--- src/rtl/prbs_pkg.sv ---
// Shared types and helpers for the LCG bit serializer: FSM state encoding,
// the default word width and the FIFO index width helper.
package prbs_pkg;

  typedef enum logic {
    ST_EMPTY = 1'b0,
    ST_SHIFT = 1'b1
  } state_t;

  localparam int DEFAULT_WIDTH = 8;

  // Address bits needed to index a FIFO of the given depth (never below 1).
  function automatic int fifo_idx_w(input int depth);
    return (depth > 1) ? $clog2(depth) : 1;
  endfunction

endpackage

--- src/rtl/lcg_bit_serializer_word_fifo.sv ---
// Synchronous word FIFO (WIDTH x DEPTH) with full/empty/level flags and an
// asynchronous active-high reset. Push when full and pop when empty are ignored.
module word_fifo
  import prbs_pkg::*;
#(
  parameter int WIDTH = DEFAULT_WIDTH,
  parameter int DEPTH = 4,
  localparam int AW = fifo_idx_w(DEPTH),
  localparam int LW = AW + 1
) (
  input  logic             clk,
  input  logic             reset,
  input  logic             push,
  input  logic [WIDTH-1:0] wdata,
  input  logic             pop,
  output logic [WIDTH-1:0] rdata,
  output logic             full,
  output logic             empty,
  output logic [LW-1:0]    level
);

  logic [WIDTH-1:0] mem [DEPTH];
  logic [AW-1:0]    wr_ptr;
  logic [AW-1:0]    rd_ptr;
  logic [LW-1:0]    count;
  logic             push_ok;
  logic             pop_ok;

  assign full    = (count == LW'(DEPTH));
  assign empty   = (count == '0);
  assign level   = count;
  assign rdata   = mem[rd_ptr];
  assign push_ok = push && !full;
  assign pop_ok  = pop && !empty;

  // Pointers wrap for free because DEPTH is a power of two.
  always_ff @(posedge clk or posedge reset) begin
    if (reset) begin
      wr_ptr <= '0;
      rd_ptr <= '0;
      count  <= '0;
      for (int i = 0; i < DEPTH; i++) mem[i] <= '0;
    end else begin
      if (push_ok) begin
        mem[wr_ptr] <= wdata;
        wr_ptr      <= wr_ptr + AW'(1);
      end
      if (pop_ok) rd_ptr <= rd_ptr + AW'(1);
      case ({push_ok, pop_ok})
        2'b10:   count <= count + LW'(1);
        2'b01:   count <= count - LW'(1);
        default: count <= count;
      endcase
    end
  end

endmodule

--- src/rtl/lcg_bit_serializer.sv ---
// Serializes LCG words into a valid/ready bit stream through a small word FIFO.
// Define LCG_VN_DEBIAS_EN to insert a von Neumann corrector on the bit stream.
module lcg_bit_serializer
  import prbs_pkg::*;
#(
  parameter int WIDTH      = DEFAULT_WIDTH,
  parameter int FIFO_DEPTH = 4,
  parameter bit MSB_FIRST  = 1'b1,
  localparam int LW = $clog2(FIFO_DEPTH) + 1
) (
  input  logic             clk,
  input  logic             reset,
  input  logic [WIDTH-1:0] word_in,
  input  logic             word_valid,
  output logic             word_ready,
  output logic             bit_out,
  output logic             bit_valid,
  input  logic             bit_ready,
  output logic [LW-1:0]    fifo_level,
  output logic             ovf,
  output state_t           state
);

  localparam int CW = $clog2(WIDTH) + 1;
`ifdef LCG_VN_DEBIAS_EN
  localparam int STEP = 2;
  localparam int LOAD = WIDTH / 2;
`else
  localparam int STEP = 1;
  localparam int LOAD = WIDTH;
`endif

  state_t           state_q, state_d;
  logic [WIDTH-1:0] sh_q, sh_d;
  logic [CW-1:0]    cnt_q, cnt_d;
  logic [WIDTH-1:0] fifo_head;
  logic [WIDTH-1:0] shifted;
  logic             fifo_full;
  logic             fifo_empty;
  logic             pop;
  logic             head_bit;
  logic             bv;
  logic             adv;

  // Handshakes: a word moves when word_valid && word_ready, a bit moves when
  // bit_valid && bit_ready; a producer never retracts valid once raised.
  assign word_ready = !fifo_full;
  assign state      = state_q;
  assign bit_valid  = bv;
  assign bit_out    = bv & head_bit;

  assign head_bit = MSB_FIRST ? sh_q[WIDTH-1] : sh_q[0];
  assign shifted  = MSB_FIRST ? (sh_q << STEP) : (sh_q >> STEP);

  word_fifo #(
    .WIDTH (WIDTH),
    .DEPTH (FIFO_DEPTH)
  ) u_fifo (
    .clk   (clk),
    .reset (reset),
    .push  (word_valid && word_ready),
    .wdata (word_in),
    .pop   (pop),
    .rdata (fifo_head),
    .full  (fifo_full),
    .empty (fifo_empty),
    .level (fifo_level)
  );

`ifdef LCG_VN_DEBIAS_EN
  logic pair_bit;
  assign pair_bit = MSB_FIRST ? sh_q[WIDTH-2] : sh_q[1];
  // Equal pairs are dropped without waiting for the consumer.
  assign bv  = (state_q == ST_SHIFT) && (head_bit != pair_bit);
  assign adv = (state_q == ST_SHIFT) && (!bv || bit_ready);
`else
  assign bv  = (state_q == ST_SHIFT);
  assign adv = bv && bit_ready;
`endif

  always_comb begin
    state_d = state_q;
    sh_d    = sh_q;
    cnt_d   = cnt_q;
    pop     = 1'b0;
    case (state_q)
      ST_EMPTY: begin
        if (!fifo_empty) begin
          pop     = 1'b1;
          sh_d    = fifo_head;
          cnt_d   = CW'(LOAD);
          state_d = ST_SHIFT;
        end
      end
      ST_SHIFT: begin
        if (adv) begin
          if (cnt_q == CW'(1)) begin
            // Reload on the final advance so back-to-back words have no bubble.
            if (!fifo_empty) begin
              pop   = 1'b1;
              sh_d  = fifo_head;
              cnt_d = CW'(LOAD);
            end else begin
              sh_d    = shifted;
              cnt_d   = '0;
              state_d = ST_EMPTY;
            end
          end else begin
            sh_d  = shifted;
            cnt_d = cnt_q - CW'(1);
          end
        end
      end
      default: state_d = ST_EMPTY;
    endcase
  end

  always_ff @(posedge clk or posedge reset) begin
    if (reset) begin
      state_q <= ST_EMPTY;
      sh_q    <= '0;
      cnt_q   <= '0;
      ovf     <= 1'b0;
    end else begin
      state_q <= state_d;
      sh_q    <= sh_d;
      cnt_q   <= cnt_d;
      if (word_valid && !word_ready) ovf <= 1'b1;
    end
  end

endmodule
--- config.mk ---
export PLATFORM = sky130hd
export DESIGN_NAME = lcg_bit_serializer
export DESIGN_NICKNAME = d
export VERILOG_FILES = /design/src/rtl/prbs_pkg.sv /design/src/rtl/lcg_bit_serializer_word_fifo.sv /design/src/rtl/lcg_bit_serializer.sv
export SDC_FILE = /design/constraint.sdc
export NUM_CORES = 1
export LEC_CHECK = 0
export ABC_AREA = 1
export CORE_ASPECT_RATIO = 0.5
export CORE_MARGIN = 2
export CORE_UTILIZATION = 30
export CTS_CLUSTER_SIZE = 8
export DETAILED_ROUTE_END_ITERATION = 10
export SLEW_MARGIN = 20
export SYNTH_ARGS = -nofsm -noshare
export SYNTH_HDL_FRONTEND = slang
export SYNTH_SLANG_ARGS = --single-unit
--- constraint.sdc ---
create_clock -name clk -period 3.51 [get_ports clk]
set_clock_uncertainty 0.1 [all_clocks]
set_input_delay 0.5265 -clock clk [delete_from_list [all_inputs] [get_ports clk]]
set_output_delay 0.5265 -clock clk [all_outputs]
set_load 0.02 [all_outputs]
==> impl_metrics.csv <==
group,metric,value,unit
setup_path,rr_worst_depth,12,
floorplan,core,0.008648,mm^2
global_route,grt_pass1_wl,9321,um
clock_tree,clk_pin_slew,0.07,ns
sta,period_minus_slack,2.396,ns
finish,layout.nets,342,
sta,max_freq,417.3,MHz
global_route,grt_overflow,0,
placed_design,place_inst,432,
setup_path,cp.arrival,2.47,ns
setup_path,path_max_fanout,6,
clock_tree,post-cts-setup-buffer-count,0,
min_path,min_to,"u_fifo.mem[11]",
sta,finalSetupTns,0,ns
floorplan,dieArea,0.009652,mm^2
finish,drive_gt1_share,9.938,%
min_path,hold_start,"u_fifo.mem[11]",
clock_tree,htreeDepth,2,
synthesis,synth_area_per_cell,8.693,um^2
placed_design,dpl.hpwl,3569,um
setup_path,start_kind,"primary input",
floorplan,initial_utilization,30.66,%
sta,worst_pin_slew,0.6360,ns
floorplan,row_count,24,
finish,area_growth,14.96,%
min_path,hold_depth,2,
finish,final_cells,439,
power_and_ir_drop,leakagePower,1.483,nW
floorplan,dieHeight,70.48,um
sta,min_period_over_period,68.27,%
synthesis,synthCells,305,
placed_design,place.gp.congestion,0.7309,
clock_tree,numCtsBuffers,5,
detailed_routing,drtAntennaViolNets,0,
detailed_routing,first_iter_violations,169,
detailed_routing,finalWirelength,5157,um
clock_tree,tritoncts,"built",
setup_path,worstPathRequired,3.58,ns
setup_path,r2r_slack,1.14,ns
power_and_ir_drop,power.internal,1.550,mW
synthesis,syn-num-nets,325,
clock_tree,cts_buffer_depth,2,
power_and_ir_drop,switching_share,40.00,%
synthesis,yosys_warnings,0,
synthesis,synth-seq-cells,53,
finish,seq_area,0.001326,mm^2
setup_path,crit_path_top_delay_cell,"clkdlybuf4s50_1",
clock_tree,clkSinkCount,53,
sta,rsz0062_at_grt,"false",
finish,multi_input_area,0.001084,mm^2
power_and_ir_drop,ir_worst_vdd,0.3454,mV
power_and_ir_drop,pwr-share-clk,18.7,%
synthesis,synth_area,0.002651,mm^2
floorplan,die_w,137.0,um
synthesis,yosysUniqueCellTypes,28,
setup_path,slowest_delay,0.48,ns
setup_path,endpoint_kind,"register",
clock_tree,clkLatencyLatePin,0.30,ns
power_and_ir_drop,pwr-share-comb,39.2,%
global_route,antenna_found_initial,0,
clock_tree,clockRootBuffer,"clkbuf_16",
global_route,first_global_vias,1902,
job,cap_violations,0,
min_path,min_path_type,"register to register",
finish,fillers,924,
setup_path,regToRegStartpoint,"cnt_q[1]",
detailed_routing,via_per_inst,4.410,
detailed_routing,firstDrtPassIters,4,
setup_path,worstSetupStartpoint,"bit_ready",
sta,timing.final.hold_violations,0,
finish,diodes,0,
power_and_ir_drop,switchingPower,1.033,mW
setup_path,regToRegEndpoint,"u_fifo.level[2]",
placed_design,io_buffers,19,
power_and_ir_drop,p_per_area,847.6,mW/mm^2
detailed_routing,routedWlPerCell,11.75,um
setup_path,cp_cell_sequence,"clkdlybuf4s50_1, inv_1, o21ai_1, nand2_1, inv_1, ha_1, inv_1, fa_1, a21oi_1, o21ai_0, xor2_1",
outcome,status,"finished, final reports clean",
setup_path,path_class,"primary input to register",
clock_tree,cts_resized,0,
sta,finalSetupViolations,0,
power_and_ir_drop,p_seq_share,42.1,%
detailed_routing,drc,0,
setup_path,path_common_cell,"inv_1",
sta,relSlewSlack,57.60,%
synthesis,seq_area_frac_synth,50.02,%
global_route,grt_usage,12.33,%
detailed_routing,num_vias,1936,
sta,slew_violations,0,
floorplan,ios,20,
global_route,grt_max_degree,30,
clock_tree,hold_buffers,0,
[Yosys cell counts, drive strengths merged]
library cell	count	area, um^2
nor3	1	5.000
a21oi	2	10.01
dfrtp	53	1326
o21bai	1	7.510
nor2	11	43.80
xor2	3	26.28
inv	36	145.2
nand2	95	406.6
buf	11	96.34
nand3	30	167.7
o22ai	3	18.77
xnor2	2	17.52
ha	7	87.58
o21ai	48	266.5
fa	1	20.02
nand4	1	6.260
[worst max-delay path by stage]
stage                            to  slack [ns]  cells after the start
floorplan           u_fifo.level[2]        1.35                     12
global placement    u_fifo.level[2]        0.85                     11
detailed placement  u_fifo.level[2]        0.81                     11
CTS                 u_fifo.level[2]        1.11                     11
global route        u_fifo.level[2]        0.91                     11
finish              u_fifo.level[2]        1.11                     11
[metal layers]
metal / part of all wire, % / vias to the layer above / track usage (%)
met5: 0 / - / 0
met4: 1.8 / 0 / 4.811
met3: 3.1 / 7 / 1.816
met2: 43 / 25 / 18.41
met1: 52 / 893 / 17.91
li1: - / 1011 / -
[cell families (layout without fill, tap and decap cells)]
kind of cell / count (synthesis) / count (layout) / synth area share, %
fa+ha+maj: 8 / 8 / 4.058
flops: 53 / 53 / 50.02
simple gates: 138 / 138 / 23.74
compound gates: 54 / 54 / 11.42
buf+inv: 47 / 64 / 9.108
xor+xnor: 5 / 5 / 1.652
[worst max-delay path, delay by kind of cell]
kind            cells  cell delay, ns
fa+ha+maj           2            0.52
xor+xnor            1            0.15
compound gates      3            0.41
simple gates        1            0.18
buf+inv             4            0.68
[cells in the final DEF (no fill, tap or decap), types with 2 or more instances in the layout]
cell             Yosys  final
clkdlybuf4s50_1      0     19
dfrtp_1             53     53
clkbuf_16            0      5
xnor2_1              2      2
o22ai_1              3      3
inv_2                2      3
o21ai_2              7      7
ha_1                 7      7
a21oi_1              2      2
nor2_1              10     10
nand2_4              6      6
nand3_1             28     28
xor2_1               3      3
nand2_1             87     87
inv_1               32     31
o21ai_1             32     32
buf_4                4      2
o21ai_0              9      9
nand2_2              2      2
[stage by stage]
step	instance area (um^2)	worst slack [ns]	power [mW]	utilization, %	hold slack [ns]
global placement	2907	0.8522	2.106	33.61	0.3620
finish	3048	1.114	2.583	35.24	0.3889
CTS	3048	1.106	2.614	35.24	0.3875
global route	3048	0.9071	2.834	35.24	0.4091
floorplan	2651	1.347	1.884	-	0.3487
detailed placement	2907	0.8103	2.124	33.61	0.3697
[power by group through the flow]
stage / combinational [mW] / clock [mW] / sequential (mW)
6_report: 1.01 / 0.484 / 1.09
5_1_grt: 1.19 / 0.518 / 1.13
4_1_cts: 1.03 / 0.496 / 1.09
3_5_place_dp: 1.02 / 0 / 1.10
3_3_place_gp: 1.01 / 0 / 1.09
2_1_floorplan: 0.858 / 0 / 1.03
[state kept, by name (all words and copies together) (netlist names)]
signal / flops
u_fifo.rd_ptr: 2
u_fifo.mem: 32
sh_q: 8
u_fifo.level: 3
bit_valid: 1
cnt_q: 4
ovf: 1
u_fifo.wr_ptr: 2
[cell type report]
class	instances	area share, %
clock buffers	5	4.105
clock inverters	2	0.5337
inverters	36	4.762
multi-input cells	205	35.55
flip-flops and latches	53	43.51
well taps	117	4.803
repair buffers	21	6.732
(Power assumes the default switching activity.)
